<file path="src/rtl/convertidor_bcd_binario_param.sv">
// Sequential BCD-to-binary converter (reverse double-dabble), one shift step per cycle.
// Flags bad input digits and results that do not fit in ANCHO_BIN bits.
module convertidor_bcd_binario_param #(
  parameter int unsigned DIGITOS   = 5,
  parameter int unsigned ANCHO_BIN = 16
) (
  input  logic                   reloj,
  input  logic                   reset,
  input  logic                   inicio,
  input  logic [4*DIGITOS-1:0]   entrada_bcd,
  output logic [ANCHO_BIN-1:0]   resultado_bin,
  output logic                   terminado,
  output logic                   ocupado,
  output logic                   error_digito,
  output logic                   desbordamiento
);

  localparam int unsigned ANCHO_BCD = 4 * DIGITOS;
  localparam int unsigned ANCHO_REG = ANCHO_BCD + ANCHO_BIN;
  localparam int unsigned ANCHO_CNT = $clog2(ANCHO_BIN + 1);

  typedef enum logic [1:0] {REPOSO, CONVERTIR, FIN} estado_t;

  estado_t                estado_q, estado_d;
  logic [ANCHO_CNT-1:0]   cnt_q, cnt_d;
  logic [ANCHO_BCD-1:0]   bcd_q, bcd_d;
  logic [ANCHO_BIN-1:0]   bin_q, bin_d;
  logic [ANCHO_BIN-1:0]   resultado_q, resultado_d;
  logic                   terminado_q, terminado_d;
  logic                   ocupado_q, ocupado_d;
  logic                   error_q, error_d;
  logic                   desb_q, desb_d;

  logic [ANCHO_REG-1:0]   reg_desp;
  logic [ANCHO_BCD-1:0]   bcd_desp, bcd_corr;
  logic [ANCHO_BIN-1:0]   bin_desp;
  logic                   digito_invalido;

  // One datapath step: shift the whole register right, then correct each digit >= 8.
  always_comb begin
    reg_desp = {bcd_q, bin_q} >> 1;
    bcd_desp = reg_desp[ANCHO_REG-1:ANCHO_BIN];
    bin_desp = reg_desp[ANCHO_BIN-1:0];
    bcd_corr = bcd_desp;
    for (int i = 0; i < int'(DIGITOS); i++) begin
      if (bcd_desp[4*i +: 4] >= 4'd8) begin
        bcd_corr[4*i +: 4] = bcd_desp[4*i +: 4] - 4'd3;
      end
    end
  end

  always_comb begin
    digito_invalido = 1'b0;
    for (int i = 0; i < int'(DIGITOS); i++) begin
      if (entrada_bcd[4*i +: 4] > 4'd9) begin
        digito_invalido = 1'b1;
      end
    end
  end

  // Next-state and output logic.
  always_comb begin
    estado_d    = estado_q;
    cnt_d       = cnt_q;
    bcd_d       = bcd_q;
    bin_d       = bin_q;
    resultado_d = resultado_q;
    error_d     = error_q;
    desb_d      = desb_q;

    case (estado_q)
      REPOSO: begin
        if (inicio) begin
          if (digito_invalido) begin
            resultado_d = '0;
            error_d     = 1'b1;
            desb_d      = 1'b0;
            estado_d    = FIN;
          end else begin
            bcd_d    = entrada_bcd;
            bin_d    = '0;
            cnt_d    = ANCHO_CNT'(ANCHO_BIN);
            error_d  = 1'b0;
            desb_d   = 1'b0;
            estado_d = CONVERTIR;
          end
        end
      end
      CONVERTIR: begin
        bcd_d = bcd_corr;
        bin_d = bin_desp;
        cnt_d = cnt_q - ANCHO_CNT'(1);
        if (cnt_q == ANCHO_CNT'(1)) begin
          resultado_d = bin_desp;
          desb_d      = |bcd_corr;
          estado_d    = FIN;
        end
      end
      FIN:     estado_d = REPOSO;
      default: estado_d = REPOSO;
    endcase

    terminado_d = (estado_d == FIN);
    ocupado_d   = (estado_d != REPOSO);
  end

  always_ff @(posedge reloj) begin
    if (reset) begin
      estado_q    <= REPOSO;
      cnt_q       <= '0;
      bcd_q       <= '0;
      bin_q       <= '0;
      resultado_q <= '0;
      terminado_q <= 1'b0;
      ocupado_q   <= 1'b0;
      error_q     <= 1'b0;
      desb_q      <= 1'b0;
    end else begin
      estado_q    <= estado_d;
      cnt_q       <= cnt_d;
      bcd_q       <= bcd_d;
      bin_q       <= bin_d;
      resultado_q <= resultado_d;
      terminado_q <= terminado_d;
      ocupado_q   <= ocupado_d;
      error_q     <= error_d;
      desb_q      <= desb_d;
    end
  end

  assign resultado_bin  = resultado_q;
  assign terminado      = terminado_q;
  assign ocupado        = ocupado_q;
  assign error_digito   = error_q;
  assign desbordamiento = desb_q;

endmodule

</file>
<file path="config.mk">
export PLATFORM = sky130hd
export DESIGN_NAME = convertidor_bcd_binario_param
export DESIGN_NICKNAME = d
export VERILOG_FILES = /design/src/rtl/convertidor_bcd_binario_param.sv
export SDC_FILE = /design/constraint.sdc
export NUM_CORES = 1
export LEC_CHECK = 0
export ABC_AREA = 1
export CORE_MARGIN = 2
export CORE_UTILIZATION = 55
export DETAILED_ROUTE_END_ITERATION = 10
export PLACE_DENSITY = 0.81
export SYNTH_ARGS = -nofsm -noshare
export SYNTH_HDL_FRONTEND = slang
export SYNTH_SLANG_ARGS = --single-unit
</file>
<file path="constraint.sdc">
create_clock -name reloj -period 1.8 [get_ports reloj]
set_input_delay 0.36 -clock reloj [delete_from_list [all_inputs] [get_ports reloj]]
set_output_delay 0.36 -clock reloj [all_outputs]
set_load 0.05 [all_outputs]
</file>
==> flow_summary.yaml <==
sta:
  fin_crit_ns: 1.61
  skew_ns: 0.00870
  period_share_pct: 89.4
  rsz0062_at_grt: "false"
  max_freq_mhz: 621
  hold_violations: 0
  fin_setup_tns_ns: 0
  maxSlewHeadroom_pct: 73.6
  setup_viol: 0
  drv_slew: 0
  worst_pin_slew_ns: 0.395
critical_path:
  crit_type: "in -> reg"
  critPathMaxFanout: 16
  r2r-start: "cnt_q[1]$_SDFFE_PP0P_"
  crit_buf_inv: 1
  worstPathCellList: "clkdlybuf4s50_1, o21ai_0, nand2_1, nor3_4, nor2_4, nor2_1, nor2_2"
  worst_r2r_path_depth: 9
  path_depth: 7
  crit_end: "resultado_bin[5]$_SDFFE_PP0P_"
  cp_top_family: "simple AND/OR/NAND/NOR gates"
  cp_data_arrival_time_ns: 1.85
  crit_required_ns: 2.04
  reg2reg_slack_ns: 0.23
  cp-startpoint: "entrada_bcd[14]"
  crit_slowest_cell: "clkdlybuf4s50_1"
  r2r_end: "resultado_bin[2]$_SDFFE_PP0P_"
  cp-start-kind: "input pin"
  slowest_delay_ns: 0.41
  end_kind: "register"
yosys:
  synth_edf_count: 0
  ys_types: 26
  synth_commonest_cells: "nand2_1, dfxtp_1, nand3_1, nor2_1, a21oi_1"
  async_reset_ff_share_pct: 0
  seq_area_frac_synth_pct: 39.2
  synth_cells: 469
  synth.area.top_cells: "dfxtp_1, nand2_1, nand3_1, a21oi_1, nor2_1"
  synth-main-ff-cell: "dfxtp_1"
  syn_area_sq_um: 3170
  yosysTopAreaCell: "dfxtp_1"
  syn_nets: 502
  netlist.area_leader.share_pct: 39.2
  synth-seq-cells: 62
  syn_avg_cell_area_sq_um: 6.75
  yosysMostFrequentCell: "nand2_1"
  ys_warn_count: 0
clock_tree:
  htreeDepth: 3
  cts_buffers: 9
  postCtsSetupRepairBufs: 0
  clkSlewWorstSetupHoldPaths_ns: 0.07
  clock_path_buffers: 2
  ctsHoldBuffers: 0
  root_buffer: "clkbuf_8"
  cts_tree: "yes"
  clk_latency_ns: 0.35
  cts.sinks: 62
detailed_routing:
  wl_per_cell_microns: 11.9
  finalWirelength_mm: 7.02
  drc: 0
  viasPerCell: 5.13
  first_pass_iters: 5
  detailroute.via_count: 3025
  ant_nets: 0
  drt-initial-drc-count: 149
power_and_ir_drop:
  clockPowerShare_pct: 36.8
  intPower_mw: 2.30
  power_frac_comb_pct: 18.7
  swShare_pct: 30.8
  ir_worst_vdd_v: 0.000545
  p_per_area_nw_per_um2: 870
  p_leak_nw: 1.65
  p_sw_mw: 1.02
  seqPwrFrac_pct: 44.5
global_routing:
  grt_pass1_vias: 2743
  grt_usage_pct: 24.0
  grt-ovfl-total: 0
  grt_pass1_wl_mm: 12.0
  grt_antenna_before_repair: 0
  grt_start_max_net_pins: 45
layout:
  synthToLayoutAreaGrowth_pct: 20.8
  n_antenna_cell: 0
  stdcell_area_sq_um: 3820
  fin_cells: 590
  post-route-util_pct: 69.0
  drive_gt1_share_pct: 14.3
  nets: 546
floorplan:
  coreArea_sq_um: 5540
  die_y_microns: 79.9
  start_util_pct: 57.1
  io_pins: 43
  dieWidth_microns: 79.9
  die_area_sq_um: 6380
  rows: 27
placed_design:
  detailed_place_hpwl_mm: 4.66
  placement.cell_area_sq_um: 3610
  port_buffers: 42
  placed_cells: 573
  gp_congestion: 0.821
min_path:
  hold_path.class: "reg -> reg"
job:
  drv_cap: 0
status:
  status: "finished clean"
cell usage in the layout (no fill, tap or decap):
cell and count:
a21oi_1 44, a21oi_4 1, buf_12 2, buf_4 34, bufinv_16 1, clkbuf_8 9
clkdlybuf4s50_1 22, clkinv_1 1, clkinv_2 2, clkinvlp_4 2, dfxtp_1 62, ha_1 10
inv_1 31, inv_2 1, inv_4 1, inv_6 2, nand2_1 155, nand2_2 1
nand3_1 51, nand3_4 1, nor2_1 46, nor2_2 10, nor2_4 3, nor3_4 1
o21ai_0 10, o21ai_1 7, o21bai_1 3, o31ai_1 1, or2_2 3, xor2_1 1
per-stage QoR:
step                setup WS [ns]  hold WS [ns]  power (mW)
CTS                        0.0542         0.484        3.35
finish                      0.191         0.482        3.33
floorplan                   0.420         0.456        1.94
detailed placement         -0.361         0.474        2.13
global placement           -0.276         0.468        2.11
global route               0.0169         0.504        3.49
cell type report:
class | count | area [sq um]
fillers | 478 | 1720
clock inverters | 7 | 72.6
flip-flops and latches | 62 | 1240
multi-input cells | 348 | 1650
well taps | 72 | 90.1
clock buffers | 9 | 124
inverters | 34 | 130
repair buffers | 58 | 515
registers in the layout (all words and copies together) (netlist names):
register        flops
terminado           1
resultado_bin      16
bin_q              15
estado_q            2
cnt_q               5
desbordamiento      1
error_digito        1
ocupado             1
bcd_q              20
metal layers:
| metal | GRT usage, % | share of wire, % | up-vias |
|---|---|---|---|
| li1 | - | - | 1575 |
| met1 | 29.9 | 47 | 1363 |
| met2 | 41.0 | 47 | 76 |
| met3 | 5.09 | 4.9 | 11 |
| met4 | 8.31 | 1.5 | 0 |
| met5 | 0 | 0 | - |
what timing repair did:
item	4_1_cts	5_1_grt
gates resized for setup	0	4
hold endpoints to repair	0	0
cloned	1	0
pin swaps	1	1
endpoints found under the setup margin	7	17
worst register-to-register path, cell delays in order, from the launching register on:
cell	delay, ns
dfxtp_1	0.32
inv_1	0.07
ha_1	0.18
nand3_4	0.11
a21oi_4	0.14
inv_2	0.09
nor2_4	0.31
nand2_1	0.12
nand2_1	0.09
nor2_2	0.03
power groups by stage:
stage          clock network (mW)  registers [mW]  logic, mW
4_1_cts                      1.24            1.48      0.624
3_3_place_gp                    0            1.51      0.605
6_report                     1.22            1.48      0.622
2_1_floorplan                   0            1.64      0.301
5_1_grt                      1.31            1.49      0.689
3_5_place_dp                    0            1.51      0.615
worst min-delay path by stage:
stage | startpoint | slack, ns | cells after the start | end
3_3_place_gp | resultado_bin[10]$_SDFFE_PP0P_ | 0.47 | 2 | resultado_bin[10]$_SDFFE_PP0P_
4_1_cts | bin_q[12]$_SDFFE_PP0P_ | 0.48 | 2 | bin_q[12]$_SDFFE_PP0P_
6_report | bcd_q[19]$_SDFFE_PP0P_ | 0.48 | 2 | bcd_q[19]$_SDFFE_PP0P_
3_5_place_dp | bin_q[12]$_SDFFE_PP0P_ | 0.47 | 2 | bin_q[12]$_SDFFE_PP0P_
5_1_grt | bcd_q[0]$_SDFFE_PP0P_ | 0.50 | 2 | bcd_q[0]$_SDFFE_PP0P_
2_1_floorplan | cnt_q[0]$_SDFFE_PP0P_ | 0.46 | 1 | cnt_q[0]$_SDFFE_PP0P_
cell families (layout without fill, tap and decap cells):
kind of cell	after synthesis	count (layout)	synth area share, %
compound gates	66	66	11.1
xor+xnor	1	1	0.277
fa+ha+maj	10	10	3.95
buf+inv	60	108	9.01
flops	62	62	39.2
simple gates	270	271	36.4
(Power assumes the default switching activity.)
